<file path="src/rtl/fact_engine.sv">
// -----------------------------------------------------------------------------
// fact_engine
//   Iterative factorial engine with a go/done handshake. Computes n! by
//   multiplying a product register by a down-counter (n, n-1, ..., 2), one
//   multiply per two cycles (CHECK then MUL). Overflow aborts the run and
//   forces the result to all-ones (SAT=1) or zero (SAT=0).
//
// Parameters
//   N_W  width of operand n
//   P_W  width of product / result
//   SAT  overflow policy: 1 -> result all-ones, 0 -> result zero
//
// Ports
//   clk     system clock, rising edge
//   rst     asynchronous reset, active-high
//   go      start request, sampled only in IDLE
//   n       operand, captured on the edge that accepts go
//   busy    high in every state except IDLE
//   done    one-cycle completion pulse (DONE or ERR)
//   err     high with done when the run overflowed
//   result  registered result, held until the next completion
// -----------------------------------------------------------------------------
module fact_engine #(
  parameter int N_W = 4,
  parameter int P_W = 32,
  parameter bit SAT = 1'b1
) (
  input  logic           clk,
  input  logic           rst,
  input  logic           go,
  input  logic [N_W-1:0] n,
  output logic           busy,
  output logic           done,
  output logic           err,
  output logic [P_W-1:0] result
);

  typedef enum logic [2:0] {
    IDLE,
    CHECK,
    MUL,
    DONE,
    ERR
  } state_t;

  localparam logic [P_W-1:0] OVF_VAL = SAT ? {P_W{1'b1}} : {P_W{1'b0}};

  state_t             state, state_nx;
  logic [N_W-1:0]     cnt;
  logic [P_W-1:0]     prod;
  logic [P_W+N_W-1:0] full;
  logic               ovf;

  // Full-width product: cnt < 2^N_W, so prod*cnt always fits in P_W+N_W bits
  // and any nonzero upper bit means the P_W-bit result would be truncated.
  assign full = {{N_W{1'b0}}, prod} * {{P_W{1'b0}}, cnt};
  assign ovf  = |full[P_W+N_W-1:P_W];

  // State register.
  // NOTE: sequential state uses non-blocking assignments so every flop samples
  // pre-edge values; blocking here would create order-dependent simulation.
  always_ff @(posedge clk or posedge rst) begin
    if (rst) state <= IDLE;
    else     state <= state_nx;
  end

  // Next-state and Moore output decode.
  // NOTE: every output is given a default first so no path leaves it
  // unassigned, which would otherwise infer a latch.
  always_comb begin
    state_nx = state;
    busy     = 1'b1;
    done     = 1'b0;
    err      = 1'b0;
    unique case (state)
      IDLE: begin
        busy = 1'b0;
        if (go) state_nx = CHECK;
      end
      CHECK: state_nx = (cnt <= N_W'(1)) ? DONE : MUL;
      MUL:   state_nx = ovf ? ERR : CHECK;
      DONE: begin
        done     = 1'b1;
        state_nx = IDLE;
      end
      ERR: begin
        done     = 1'b1;
        err      = 1'b1;
        state_nx = IDLE;
      end
      default: state_nx = IDLE;
    endcase
  end

  // Datapath: counter, product and held result.
  always_ff @(posedge clk or posedge rst) begin
    if (rst) begin
      cnt    <= '0;
      prod   <= '0;
      result <= '0;
    end else begin
      unique case (state)
        IDLE: begin
          if (go) begin
            cnt  <= n;
            prod <= P_W'(1);
          end
        end
        CHECK: begin
          if (cnt <= N_W'(1)) result <= prod;
        end
        MUL: begin
          if (ovf) begin
            result <= OVF_VAL;
          end else begin
            prod <= full[P_W-1:0];
            cnt  <= cnt - N_W'(1);
          end
        end
        default: ;
      endcase
    end
  end

endmodule

</file>
<file path="config.mk">
export PLATFORM = sky130hd
export DESIGN_NAME = fact_engine
export DESIGN_NICKNAME = d
export VERILOG_FILES = /design/src/rtl/fact_engine.sv
export SDC_FILE = /design/constraint.sdc
export NUM_CORES = 1
export LEC_CHECK = 0
export CORE_ASPECT_RATIO = 1.5
export CORE_MARGIN = 1
export CORE_UTILIZATION = 45
export CTS_CLUSTER_DIAMETER = 50
export DETAILED_ROUTE_END_ITERATION = 8
export HOLD_SLACK_MARGIN = 0.08
export SLEW_MARGIN = 20
export SYNTH_ARGS = -nofsm -noshare
export SYNTH_HDL_FRONTEND = slang
export SYNTH_SLANG_ARGS = --single-unit
export TNS_END_PERCENT = 100
</file>
<file path="constraint.sdc">
create_clock -name clk -period 6.3 [get_ports clk]
set_input_delay 1.26 -clock clk [delete_from_list [all_inputs] [get_ports clk]]
set_output_delay 1.26 -clock clk [all_outputs]
set_load 0.01 [all_outputs]
</file>
==> results of run 1 <==
## final cells by class
type,count,share of cell area
inverters,127,0.05407
multi-input cells,753,0.6201
clock buffers,10,0.02597
repair buffers,52,0.05733
clock inverters,6,0.01050
flip-flops and latches,71,0.2018
well taps,213,0.03023
## routing by layer
metal / part of all wire / vias to the layer above / track usage
met5: 0 / - / 0
met4: 0.063 / 0 / 0.1515
met3: 0.025 / 60 / 0.02336
met2: 0.54 / 153 / 0.4783
met1: 0.37 / 3528 / 0.2874
li1: - / 3381 / -
## state kept, by name, indices dropped and copies added, names as in the netlist
name / count
prod: 32
state: 3
cnt: 4
result: 32
## path summary, 6_finish.rpt
check	startpoint	end	slack, ns
min	result[3]	result[3]	0.49
max	cnt[3]	prod[29]	1.0
max in group asynchronous	rst	state[1]	3.99
min in group asynchronous	rst	result[2]	1.26
max reg2reg	cnt[3]	prod[29]	1.0
min reg2reg	result[3]	result[3]	0.49
## layout by cell type, fill, tap and decap left out, drive strengths merged, types with 12 or more instances in the layout
master         instances
a21o                  12
fa                    60
o21ai                 30
xnor2                 13
nor2                  26
ha                    42
a21oi                 37
a22oi                 29
nand3                 65
xor2                  16
inv                  129
nand2                172
dfrtp                 71
and2                  98
clkdlybuf4s50         41
nand4                 13
or4                   21
and3                  29
## stage by stage
| stage | cells | hold slack, ns | cell area [µm²] |
|---|---|---|---|
| 6_report | 1232 | 0.4871 | 8817 |
| 3_5_place_dp | 1216 | 0.4790 | 8492 |
| 4_1_cts | 1232 | 0.4947 | 8813 |
| 5_1_grt | 1232 | 0.5243 | 8817 |
| 3_3_place_gp | 1216 | 0.4764 | 8492 |
| 2_1_floorplan | 1013 | 0.4872 | 7996 |
## cell families after synthesis
kind of cell,count (synthesis),share of synthesized area
AOI/OAI and AO/OA,162,0.1379
xor gates and xnor gates,29,0.03176
DFF,71,0.2222
and+or+nand+nor,450,0.2841
muxes,10,0.01283
adders and majority gates,102,0.2159
buffers and inverters,189,0.09529
## power groups by stage
stage / clock [mW] / combinational (mW) / sequential [mW]
6_report: 0.556 / 2.34 / 1.05
5_1_grt: 0.583 / 2.61 / 1.09
4_1_cts: 0.559 / 2.37 / 1.05
3_5_place_dp: 0 / 2.36 / 1.05
3_3_place_gp: 0 / 2.34 / 1.05
2_1_floorplan: 0 / 1.56 / 0.852
## tightest hold or removal path, cell delays in order (launching register included)
cell and delay [ns]:
dfrtp_1 0.34, nand2_1 0.05, nand3_1 0.07
==> results.json, run 1 <==
{
  "routed_wl_um": 22960,
  "worstSetupStartpointType": "register",
  "drive_above_1_share": 0.04612,
  "grt_max_degree": 64,
  "dieArea_um2": 18320,
  "ios": 42,
  "end_kind": "register",
  "ys_ff_latch": 71,
  "crit_required_ns": 6.57,
  "setup_slack_ns": 0.9967,
  "slew_violations": 0,
  "ys_types": 54,
  "power.leakage_nw": 4.285,
  "power_density_nw_per_um2": 446.8,
  "setup_viol": 0,
  "cap_violations": 0,
  "rsz0062_at_grt": "false",
  "post-synth-top-area-cell": "dfrtp_1",
  "synth_top_cell_area_share": 0.2222,
  "via_per_inst": 5.781,
  "status": "finished clean",
  "critical_path.top_delay_family": "compound AO/OA/AOI/OAI gates",
  "row_count": 59,
  "route.detailed.drc": 0,
  "synthCells": 1013,
  "dp_hpwl_um": 17160,
  "switching_share": 0.5076,
  "seqPwrFrac": 0.266,
  "clock.fmax_mhz": 188.6,
  "dp_slack_ns": 0.7846,
  "fin_nets": 1123,
  "critPathMaxFanout": 34,
  "clock-sinks": 71,
  "grt_pass1_wl_um": 37070,
  "synthFlopType": "dfrtp_1",
  "pwr-share-comb": 0.593,
  "grt_usage": 0.2576,
  "io_buffers": 41,
  "synth_nets": 1122,
  "synth_area_leaders": "dfrtp_1 22%, fa_1 15%, nand2_1 8.1%",
  "gr-total-overflow": 0,
  "p_switching_mw": 2.000,
  "avgSynthCellArea_um2": 7.894,
  "syn_area_um2": 7996,
  "holdBufCountCts": 0,
  "clk-insertion-delay-late_ns": 0.33,
  "finalHoldViolCount": 0,
  "ys_warn_count": 0,
  "multi_input_area_um2": 5468,
  "start_util": 0.4609,
  "yosysSeqAreaShare": 0.2222,
  "h-tree-depth": 3,
  "antenna_found_initial": 0,
  "power.clock.fraction": 0.141,
  "cp_slowest_stage_delay_ns": 0.77,
  "drt_first_pass_iters": 7,
  "utilization": 0.5083,
  "design.core.area_um2": 17350,
  "cts_max_path_buffers": 2,
  "die_x_um": 110.8,
  "path_cells": "and2_1 > fa_1 > inv_1 > fa_1 > inv_1 > ha_1 > a21o_1 > a21o_1 > a21oi_1 > o211ai_1 > a21boi_0 > o21ai_0 > xor2_1 > or4b_1 > nand3_1",
  "internal_power_mw": 1.940,
  "fill_cells": 1726,
  "drt_iter0_drc": 505,
  "vias": 7122,
  "gp_congestion": 0.8485,
  "diodes": 0,
  "min_period_ns": 5.303,
  "p_total_mw": 3.939,
  "path_depth": 15,
  "cts_inserted_buffers": 9,
  "regArea_um2": 1779,
  "synthArstFlopShare": 1.000,
  "worstMarginPinSlew_ns": 1.054,
  "final_antenna_net_count": 0,
  "cts_root_buffer": "clkbuf_16",
  "whs_path_depth": 2,
  "die_h_um": 165.3,
  "hold_path.class": "register to register",
  "finalCritPeriodShare": 0.8418,
  "critical_path_class": "register to register",
  "finalSetupTns_ns": 0,
  "cts_setup_buffers": 0,
  "wl_per_cell_um": 18.64,
  "r2r_cells": 15,
  "peakVddDrop_v": 0.0002535,
  "grt_pass1_vias": 6971,
  "yosysMostFrequentCell": "nand2_1",
  "max_slew_margin": 0.2973,
  "clkSlewWorstSetupHoldPaths_ns": 0.07,
  "path_buf_inv": 2,
  "cp.arrival_ns": 5.57,
  "finClkSkew_ns": 0.01016,
  "critical-path-slowest-cell": "dfrtp_1",
  "cts_tree": "yes",
  "postCtsResizedCells": 0,
  "synthTopCellsByCount": "172 x nand2_1, 127 x inv_1, 98 x and2_1, 71 x dfrtp_1, 65 x nand3_1",
  "area_delta_synth_final_pct": 10.26,
  "synth_edf_count": 0
}
(Power assumes the default switching activity.)
==> run 2: changes to the inputs <==
--- a/config.mk
+++ b/config.mk
@@ -11,6 +11,7 @@
 export CTS_CLUSTER_DIAMETER = 50
 export DETAILED_ROUTE_END_ITERATION = 8
 export HOLD_SLACK_MARGIN = 0.08
+export PLACE_DENSITY = 0.65
 export SLEW_MARGIN = 20
 export SYNTH_ARGS = -nofsm -noshare
 export SYNTH_HDL_FRONTEND = slang
==> constraint.sdc (replaced) <==
create_clock -name clk -period 4.43 [get_ports clk]
set_input_delay 0.886 -clock clk [delete_from_list [all_inputs] [get_ports clk]]
set_output_delay 0.886 -clock clk [all_outputs]
set_load 0.01 [all_outputs]
==> results.json, run 2 (synthesized netlist as in run 1, its figures left out) <==
{
  "max_slew_margin": 0.2718,
  "final_common_cell": "nand2_1",
  "hold_path.class": "register to register",
  "worstMarginPinSlew_ns": 1.092,
  "final_cell_mix": "169 x nand2_1, 129 x buf_4, 124 x inv_1",
  "critPathMaxFanout": 25,
  "cp_slowest_stage_delay_ns": 0.57,
  "status": "complete, but fails checks",
  "drive_above_1_share": 0.2045,
  "worstSetupStartpointType": "register",
  "final_antenna_net_count": 0,
  "fin_nets": 1259,
  "design.core.area_um2": 17350,
  "critical_path.top_delay_family": "adder cells",
  "gp_congestion": 0.9346,
  "cts_inserted_buffers": 9,
  "violations": "setup timing",
  "peakVddDrop_v": 0.0005072,
  "h-tree-depth": 3,
  "r2r_start": "cnt[3]",
  "critical_path_class": "register to register",
  "finalCritPeriodShare": 1.015,
  "diodes": 0,
  "p_total_mw": 6.730,
  "routed_wl_um": 25050,
  "grt_pass1_vias": 7860,
  "rsz0062_at_grt": "true",
  "critical-path-slowest-cell": "fa_1",
  "via_per_inst": 5.687,
  "dp.cells": 1345,
  "clkSlewWorstSetupHoldPaths_ns": 0.06,
  "cts_tree": "yes",
  "clk-insertion-delay-late_ns": 0.33,
  "setup_viol": 60,
  "slew_violations": 0,
  "finClkSkew_ns": 0.006840,
  "grt_max_degree": 39,
  "path_buf_inv": 4,
  "io_buffers": 41,
  "clock-sinks": 71,
  "drt_iter0_drc": 504,
  "final_cells": 1367,
  "cap_violations": 0,
  "grt_pass1_wl_um": 39980,
  "die_h_um": 165.3,
  "setup_slack_ns": -0.06505,
  "crit_start": "cnt[3]",
  "gr-total-overflow": 0,
  "min_period_ns": 4.495,
  "dieArea_um2": 18320,
  "path_cells": "buf_12 > and2_4 > fa_1 > inv_2 > fa_1 > inv_2 > ha_4 > a21oi_2 > o211ai_1 > a41oi_2 > a21oi_2 > o21a_1 > or3_4 > and2_4 > buf_12 > or4_1 > o211ai_1",
  "cts_root_buffer": "clkbuf_16",
  "holdBufCountCts": 0,
  "grt_usage": 0.2758,
  "area_delta_synth_final_pct": 30.45,
  "power_density_nw_per_um2": 645.1,
  "row_count": 59,
  "ios": 42,
  "multi_input_area_um2": 5892,
  "wl_per_cell_um": 18.33,
  "dp_hpwl_um": 18850,
  "crit_required_ns": 4.67,
  "route.detailed.drc": 0,
  "fill_cells": 1520,
  "end_kind": "register",
  "regArea_um2": 1777,
  "antenna_found_initial": 0,
  "start_util": 0.4609,
  "cts_max_path_buffers": 2,
  "die_x_um": 110.8,
  "vias": 7774,
  "power.leakage_nw": 5.078,
  "largestRegisters": "prod: 32 flops, result: 32 flops, cnt: 4 flops",
  "finalHoldViolCount": 0,
  "clock.fmax_mhz": 222.5,
  "drt_first_pass_iters": 6,
  "cp.arrival_ns": 4.73,
  "min-delay-start": "result[22]"
}
## run 2: where the power goes
group          internal (mW)  switching [mW]  leakage, nW  total [mW]
Combinational           2.18            2.54         4.02        4.72
Sequential             0.929           0.282        0.902        1.21
Clock                  0.507           0.290        0.155       0.796
## run 2: layout make-up
type | count | share of cell area
multi-input cells | 753 | 0.5648
flip-flops and latches | 71 | 0.1703
repair buffers | 188 | 0.1629
inverters | 127 | 0.04570
well taps | 213 | 0.02555
clock buffers | 10 | 0.02291
clock inverters | 5 | 0.007797
## run 2: routing by layer
layer  wire length, µm  track usage  share of wire
met3               840      0.02482          0.034
met2             13210       0.5037           0.53
met1              9208       0.3044           0.37
met5                 0            0              0
met4              1793       0.1891          0.072
## run 2: through the flow
step                  util  setup WS [ns]  cell area [µm²]  hold slack, ns  setup TNS [ns]
finish              0.6013       -0.06505            10430          0.4885          -1.629
global route        0.6013        -0.2890            10430          0.5118          -14.01
CTS                 0.5856        -0.1103            10160          0.4938          -2.574
detailed placement  0.5511        -0.2695             9560          0.4798          -13.11
global placement    0.5511        -0.1939             9560          0.4762          -9.882
floorplan                -        0.01036             8000          0.4872               0
## run 2: timing repair
item | CTS | global route
gates cloned | 1 | 1
gates resized for setup | 38 | 41
setup endpoints to repair | 69 | 70
hold endpoints to repair | 0 | 0
setup buffers | 3 | 1
pin swaps | 14 | 3
## run 2: tightest hold or removal path, cell delays in order (launching register included)
cell and delay, ns:
dfrtp_1 0.34, nand2_1 0.05, nand3_1 0.07
## run 2: final timing paths
kind	end	slack, ns	cells after the start
max in group asynchronous	result[14]	2.78	3
setup / recovery	cnt[3]	-0.07	17
hold reg to reg	result[22]	0.49	2
hold / removal	result[22]	0.49	2
min in group asynchronous	prod[1]	0.83	2
setup reg to reg	cnt[3]	-0.07	17
==> run 3: changes to the inputs <==
--- a/config.mk
+++ b/config.mk
@@ -10,8 +10,11 @@
 export CORE_UTILIZATION = 45
 export CTS_CLUSTER_DIAMETER = 50
 export DETAILED_ROUTE_END_ITERATION = 8
+export GPL_ROUTABILITY_DRIVEN = 0
 export HOLD_SLACK_MARGIN = 0.08
 export PLACE_DENSITY = 0.65
+export SETUP_SLACK_MARGIN = 0.5
+export SKIP_CTS_REPAIR_TIMING = 1
 export SLEW_MARGIN = 20
 export SYNTH_ARGS = -nofsm -noshare
 export SYNTH_HDL_FRONTEND = slang
==> results.json, run 3 (synthesized netlist as in run 1, its figures left out) <==
{
  "cts_tree": "yes",
  "die_h_um": 165.3,
  "dp.cells": 1332,
  "gr-total-overflow": 0,
  "cts_inserted_buffers": 9,
  "violations": "setup timing",
  "design.core.area_um2": 17350,
  "r2r_cells": 19,
  "routed_wl_um": 24980,
  "clock-sinks": 71,
  "p_total_mw": 6.440,
  "power_density_nw_per_um2": 632.2,
  "final_common_cell": "nand2_1",
  "crit_start": "cnt[3]",
  "end_kind": "register",
  "grt_usage": 0.2717,
  "finalHoldViolCount": 0,
  "drt_first_pass_iters": 5,
  "ios": 42,
  "diodes": 0,
  "clock.fmax_mhz": 217.4,
  "final_cell_mix": "170 x nand2_1, 123 x inv_1, 123 x buf_4",
  "slew_violations": 0,
  "setup_viol": 64,
  "io_buffers": 41,
  "critPathMaxFanout": 47,
  "hold_path.class": "register to register",
  "row_count": 59,
  "start_util": 0.4609,
  "worstMarginPinSlew_ns": 1.040,
  "clkSlewWorstSetupHoldPaths_ns": 0.07,
  "clk-insertion-delay-late_ns": 0.34,
  "status": "complete, but fails checks",
  "grt_pass1_wl_um": 38980,
  "rsz0062_at_grt": "true",
  "worstSetupStartpointType": "register",
  "crit_required_ns": 4.66,
  "reg2reg_to": "cnt[2]",
  "finalCritPeriodShare": 1.038,
  "whs_ns": 0.4856,
  "grt_max_degree": 48,
  "regArea_um2": 1779,
  "fin_nets": 1244,
  "ff2ff_setup_slack_ns": -0.17,
  "wl_per_cell_um": 18.46,
  "finalSetupTns_ns": -5.039,
  "h-tree-depth": 3,
  "dp_hpwl_um": 18910,
  "finClkSkew_ns": 0.01049,
  "utilization": 0.5872,
  "critical_path_class": "register to register",
  "cts_root_buffer": "clkbuf_16",
  "final_antenna_net_count": 0,
  "critPathCapture": "cnt[2]",
  "max_slew_margin": 0.3069,
  "dieArea_um2": 18320,
  "r2r_start": "cnt[3]",
  "fill_cells": 1586,
  "grt_pass1_vias": 7604,
  "multi_input_area_um2": 5824,
  "drt_iter0_drc": 464,
  "area_delta_synth_final_pct": 27.40,
  "largestRegisters": "prod: 32 flops, result: 32 flops, cnt: 4 flops",
  "vias": 7702,
  "min_period_ns": 4.599,
  "cap_violations": 0,
  "peakVddDrop_v": 0.0004630,
  "die_x_um": 110.8,
  "final_cells": 1353,
  "setup_slack_ns": -0.1695,
  "drive_above_1_share": 0.1982,
  "antenna_found_initial": 0,
  "power.leakage_nw": 4.960,
  "cp.arrival_ns": 4.83,
  "cts_max_path_buffers": 2,
  "route.detailed.drc": 0,
  "via_per_inst": 5.693
}
run 3: worst min path at each step:
stage,slack [ns],to,depth (start not counted),from
after floorplan,0.49,state[1],1,state[2]
after global placement,0.47,result[7],2,result[7]
after detailed placement,0.48,result[5],2,result[5]
after CTS,0.49,result[5],2,result[5]
after global routing,0.51,result[4],2,result[4]
final,0.49,result[5],2,result[5]
run 3: layer usage:
metal  routed length, µm  track usage
met5                   0            0
met4                1700       0.1806
met3                 782      0.02263
met2               13290       0.5045
met1                9202       0.2962
run 3: power breakdown:
part,total (mW),internal [mW],switching [mW]
registers,1.26,0.929,0.326
clock network,0.819,0.501,0.318
logic,4.37,1.99,2.38
total,6.44,3.42,3.02
run 3: area by class of cell:
cell class              instances  area share
clock buffers                   9     0.02211
inverters                     127     0.04679
clock inverters                 7     0.01032
well taps                     213     0.02616
multi-input cells             753      0.5717
flip-flops and latches         71      0.1746
repair buffers                173      0.1482
run 3: stage by stage:
stage	setup slack, ns	area, µm²
CTS	-0.3390	9958
finish	-0.1695	10190
global placement	-0.2358	9628
detailed placement	-0.2969	9628
global route	-0.3453	10190
floorplan	0.2155	8292
run 3: worst max-delay path, cell delays in order, from the launching register on:
cell and delay (ns):
dfrtp_1 0.43, buf_12 0.18, buf_4 0.15, and2_1 0.17, fa_1 0.54, inv_1 0.06, fa_1 0.53, inv_1 0.04
ha_1 0.22, a21oi_2 0.18, o21ai_1 0.10, a211o_1 0.29, a21o_1 0.20, a41oi_2 0.16, xor2_1 0.19, nand4_2 0.14
buf_12 0.19, buf_4 0.17, o31a_1 0.27, a211oi_2 0.21
==> edit 1 (flow settings as in run 2) <==
Set the parameter `P_W` to 16 (it was 32).
--- a/src/rtl/fact_engine.sv
+++ b/src/rtl/fact_engine.sv
@@ -24,3 +24,3 @@
   parameter int N_W = 4,
-  parameter int P_W = 32,
+  parameter int P_W = 16,
   parameter bit SAT = 1'b1
Interface: changed (resized result); port bits go from 42 to 26. No check against the original RTL was run, so the function may have changed too.
==> edit 1 against run 2 <==
  * Worst setup slack gained 0.14 ns
  * Routed wire length shrank 60%
  * Cell area shrank 53%
  * Count of clock-buffer cells in the layout shrank 5
  * Critical path type unchanged
  * Worst hold slack is essentially flat
  * Synthesized area shrank 53%
  * Total power shrank 53%
  * Sequential cell count shrank 32
  * Fmax grew 3.3%
  * Global-route usage shrank 3.6 points
  * Utilization grew 0.26 points
==> edit 1: results (changes against run 2) <==
synth top area cells sky130_fd_sc_hd__dfrtp_1 26%, sky130_fd_sc_hd__fa_1 15%, sky130_fd_sc_hd__ha_1 8.6%; synthesized instance count 435 (-57%); share of synthesized flip-flops with an asynchronous set or reset 1.000 (unchanged); Detailed Place HPWL 7370 µm (-61%); endpoint arrival time on the critical path 4.52 ns (-0.21 ns); internal power of the cells 1.772 mW (-51%); Cells on Worst Hold Path 2 (unchanged); RePlAce Congestion 0.8779 (-6.1%); total iterations of the first detailed-routing run 4 (-2); worst max-slew margin expressed relative to the limit 0.3747 (+0.1029); global-route wire length before repair 16490 µm (-59%); Worst Reg-to-Reg Cells 17 (unchanged); via count of the first global-routing pass 3481 (-56%); Syn Nets 496 (-56%); worst hold margin 0.4888 ns (+0.0002490 ns); maximum vdd drop 0.3161 mV (-38%); Port-buffer cells 25 (-39%); fillers 698 (-54%); outcome complete, no violations; detailed-route vias per instance 5.536 (-2.7%); all-layer global routing usage 0.2395 (-0.03633); number of buffers between clock root and the deepest sink 2 (unchanged); Yosys Warn Count 0 (unchanged); Max Fanout on Critical Path 8 (-68%); fraction of the yosys area taken by sequential cells 0.2584 (+0.03618); aggregate global routing overflow 0 (unchanged); number of buffers created by CTS 5 (-4); placed instance count 576 (-57%); ratio of cells with drive above 1 in the final layout 0.1796 (-0.02491); dominant register cell in the synthesized netlist sky130_fd_sc_hd__dfrtp_1; count of vias placed by the detailed router 3294 (-58%); Static Leakage 2.432 nW (-52%); pin count of the biggest net entering global routing 26 (-33%); final routed wirelength across all metal layers 10120 µm (-60%); Max H-tree Level 2 (-1); register-to-register setup slack 0.08 ns (+0.14 ns); Synth cell types 53 (-1.9%); DRC marker count from the first detailed-route iteration 150 (-70%); number of antenna violations at the first check in global routing 0 (unchanged); clock latency reported for the late side of the worst-skew pair 0.28 ns (-0.05 ns); worst min-delay path startpoint result[5]; Worst Hold Path EP result[5]; biggest regs prod (16), result (16), cnt (4); Worst Setup EP prod[15]; final net count 550 (-56%); top post-synthesis cells by count 61 x sky130_fd_sc_hd__nand2_1, 59 x sky130_fd_sc_hd__inv_1, 46 x sky130_fd_sc_hd__and2_1; clock root buffer sky130_fd_sc_hd__clkbuf_16; clk_skew 0.003691 ns (-0.003149 ns)
==> edit 1: what timing repair did <==
action / in CTS / in global routing
hold buffers: 0 / 0
hold endpoints to repair: 0 / 0
pin swaps: 0 / 15
gates resized for setup: 3 / 32
cloned: 0 / 2
buffers inserted: 2 / 6
setup endpoints to repair: 37 / 37
==> edit 1: layout make-up <==
type | count | area share
multi-input combinational | 316 | 0.5480
timing repair buffer | 67 | 0.1378
sequential | 39 | 0.2013
tap | 105 | 0.02700
clock inverter | 3 | 0.01389
inverter | 60 | 0.04628
clock buffer | 5 | 0.02571
==> edit 1: critical path, stage by stage (launching register included) <==
cell and delay [ns]:
sky130_fd_sc_hd__dfrtp_2 0.48, sky130_fd_sc_hd__buf_6 0.15, sky130_fd_sc_hd__and2_1 0.14, sky130_fd_sc_hd__fa_1 0.54, sky130_fd_sc_hd__inv_1 0.06, sky130_fd_sc_hd__fa_1 0.54, sky130_fd_sc_hd__inv_1 0.07, sky130_fd_sc_hd__ha_4 0.26
sky130_fd_sc_hd__o211ai_1 0.26, sky130_fd_sc_hd__o21ai_2 0.12, sky130_fd_sc_hd__o211a_1 0.28, sky130_fd_sc_hd__nor2_2 0.18, sky130_fd_sc_hd__mux2i_2 0.10, sky130_fd_sc_hd__buf_4 0.15, sky130_fd_sc_hd__nor4_4 0.36, sky130_fd_sc_hd__o21ai_4 0.13
sky130_fd_sc_hd__clkbuf_16 0.18, sky130_fd_sc_hd__a22o_1 0.23
==> edit 1: cell families (layout without fill, tap and decap cells) <==
kind of cell / count (synthesis) / in the layout / synth area share
xor+xnor: 13 / 13 / 0.03213
buf+inv: 80 / 135 / 0.08446
compound gates: 80 / 80 / 0.1590
flops: 39 / 39 / 0.2584
mux: 2 / 2 / 0.005300
fa+ha+maj: 54 / 54 / 0.2345
simple gates: 167 / 167 / 0.2262
==> edit 1: metrics by stage <==
step	worst slack (ns)	TNS (ns)	instance area [µm²]
2_1_floorplan	0.04046	0	3806
3_3_place_gp	-0.1522	-3.989	4360
3_5_place_dp	-0.1603	-4.432	4360
4_1_cts	0.05834	0	4587
5_1_grt	-0.1009	-1.382	4866
6_report	0.07945	0	4866
==> edit 1: power by group through the flow <==
stage               Clock (mW)  Combinational [mW]  Sequential (mW)
floorplan                    0                1.12            0.600
global placement             0                1.58            0.677
detailed placement           0                1.62            0.681
CTS                      0.468                1.67            0.668
global route             0.487                2.19            0.698
finish                   0.468                1.99            0.678
==> edit 1: metal layers <==
layer,up-vias,global-route usage,share of wire
met2,80,0.4661,0.56
met4,0,0.1077,0.036
li1,1555,-,-
met5,-,0,0
met3,28,0.01673,0.023
met1,1631,0.2611,0.39
==> edit 2 (flow settings as in run 2) <==
Without the edit above. The 5 states of `state_t` get a Gray code encoding in 3 bits.
--- a/src/rtl/fact_engine.sv
+++ b/src/rtl/fact_engine.sv
@@ -38,7 +38,7 @@
   typedef enum logic [2:0] {
-    IDLE,
-    CHECK,
-    MUL,
-    DONE,
-    ERR
+    IDLE  = 3'b000,
+    CHECK = 3'b001,
+    MUL   = 3'b011,
+    DONE  = 3'b010,
+    ERR   = 3'b110
   } state_t;
Check against the original RTL: no difference found for any inputs over 10 cycles, from zero or initial values and one cycle with rst high; not proved beyond that.
==> edit 2 against run 2 <==
  * The run still ends with setup timing left
  * Synthesized cell count down 16%
  * Critical path depth unchanged
  * Total power rose by 0.36%
  * Sequential power is 7% lower
  * Via count fell by 12%
  * Combinational power up 4.4%
  * Routed wire length shrank 11%
  * Sequential cell count stayed put
  * Cell area down 5.4%
  * Fmax fell by 6.8%
  * Worst setup slack lost 0.33 ns
  * Global-route usage up 1.3 points
  * Clock power shrank 12%
  * Synthesized area fell by 10%
  * Critical path type unchanged
  * Critical endpoint is now cnt[2]
==> edit 2: results (changes against run 2) <==
outcome finished with violations; violations in the final reports setup timing; met2 GRT Util 0.5464 (+0.04270); RePlAce Congestion 0.9601 (+2.7%); layer carrying the most global-route usage met2; Syn Nets 960 (-14%); Syn Area/Cell 8.461 µm² (+7.2%); count of vias placed by the detailed router 6816 (-12%); worst min-delay path category flop to flop; DRC marker count from the first detailed-route iteration 362 (-28%); global-route wire length before repair 36670 µm (-8.3%); synth top area cells sky130_fd_sc_hd__dfrtp_1 25%, sky130_fd_sc_hd__fa_1 17%, sky130_fd_sc_hd__inv_1 7.8%; maximum vdd drop 0.4194 mV (-17%); all-layer global routing usage 0.2885 (+0.01266); met3 GRT Util 0.02526 (+0.0004413); biggest regs prod (32), result (32), cnt (4); fillers 1361 (-10%); worst hold margin 0.4760 ns (-0.01250 ns); critical register-to-register path endpoint cnt[2]; setup slack after layout -0.3911 ns (-0.3261 ns); transition at the pin with the smallest max-transition slack 0.9387 ns (-0.1534 ns); DR WL met2 12200 µm (-7.6%); standard cell area after detailed placement 0.009256 mm² (-3.2%); via count of the first global-routing pass 7178 (-8.7%); wire length the detailed router placed on met1 8539 µm (-7.3%); met1 track demand over resource in global routing 0.3194 (+0.01504); clock root buffer sky130_fd_sc_hd__clkbuf_16; maximum cell stage delay along the critical path 0.53 ns (-0.04 ns); fraction of the yosys area taken by sequential cells 0.2467 (+0.02455); post-placement worst setup slack -0.4961 ns (-0.2266 ns); Cells on Worst Hold Path 1 (-1); final routed wirelength across all metal layers 22400 µm (-11%); Clk pin slew, worst setup/hold paths 0.06 ns (about the same); final net count 1166 (-7.4%); pin count of the biggest net entering global routing 72 (+85%); ratio of cells with drive above 1 in the final layout 0.2618 (+0.05726); Total Neg Setup Slack -17.95 ns (-16.32 ns); Synth cell types 58 (+7.4%); Detailed Place HPWL 17220 µm (-8.6%); Max Fanout on Critical Path 18 (-28%); total iterations of the first detailed-routing run 5 (-1); worst min-delay path startpoint state[2]; top post-synthesis cells by count 150 x sky130_fd_sc_hd__inv_1, 93 x sky130_fd_sc_hd__nand2_1, 71 x sky130_fd_sc_hd__dfrtp_1; clk_skew 0.01383 ns (+0.006986 ns); Ant. Diodes 0 (unchanged); clock tree from TritonCTS built; number of buffers created by CTS 9 (unchanged); Non-Filler Instances 1265 (-7.5%); Static Leakage 4.631 nW (-8.8%); Worst Hold Path EP state[0]; family with the most delay on the worst path compound AO/OA/AOI/OAI gates; met3 wire length 648 µm (-23%); final setup violation count 70 (+17%); endpoint arrival time on the critical path 5.00 ns (+0.27 ns)
-- edit 2: cell types whose count changed after synthesis, moves of 29 or more --
cell	before	now
sky130_fd_sc_hd__nand2_1	172	93
sky130_fd_sc_hd__nand3_1	65	21
sky130_fd_sc_hd__and2_1	98	59
sky130_fd_sc_hd__nor2_1	26	62
sky130_fd_sc_hd__o22a_1	0	32
sky130_fd_sc_hd__a22oi_1	29	0
-- edit 2: report_power, final --
part / switching (mW) / internal [mW] / leakage, nW
Clock: 0.321 / 0.382 / 0.125
Combinational: 2.55 / 2.39 / 3.63
Sequential: 0.194 / 0.923 / 0.875
Total: 3.06 / 3.69 / 4.63
-- edit 2: area by class of cell --
cell class              instances  area [µm²]  share of cell area
clock buffers                  10       229.0             0.02321
clock inverters                 6       45.04            0.004566
inverters                     151       586.8             0.05949
multi-input cells             588        5004              0.5072
flip-flops and latches         71        1778              0.1802
well taps                     203       254.0             0.02575
repair buffers                236        1968              0.1995
-- edit 2: cell families after synthesis --
| kind of cell | Yosys count | share of synthesized area |
|---|---|---|
| multiplexers | 1 | 0.001564 |
| AO/OA/AOI/OAI | 181 | 0.1878 |
| buffers and inverters | 192 | 0.1050 |
| adder cells (fa/ha/maj) | 102 | 0.2398 |
| XOR/XNOR | 28 | 0.03406 |
| AND/OR/NAND/NOR | 276 | 0.1851 |
| flip-flops | 71 | 0.2467 |
-- edit 2: repair_timing --
| item | 4_1_cts | 5_1_grt |
|---|---|---|
| pin swaps | 7 | 11 |
| gates resized for setup | 30 | 26 |
| setup buffers | 2 | 6 |
| cloned | 2 | 0 |
| setup endpoints to repair | 71 | 71 |
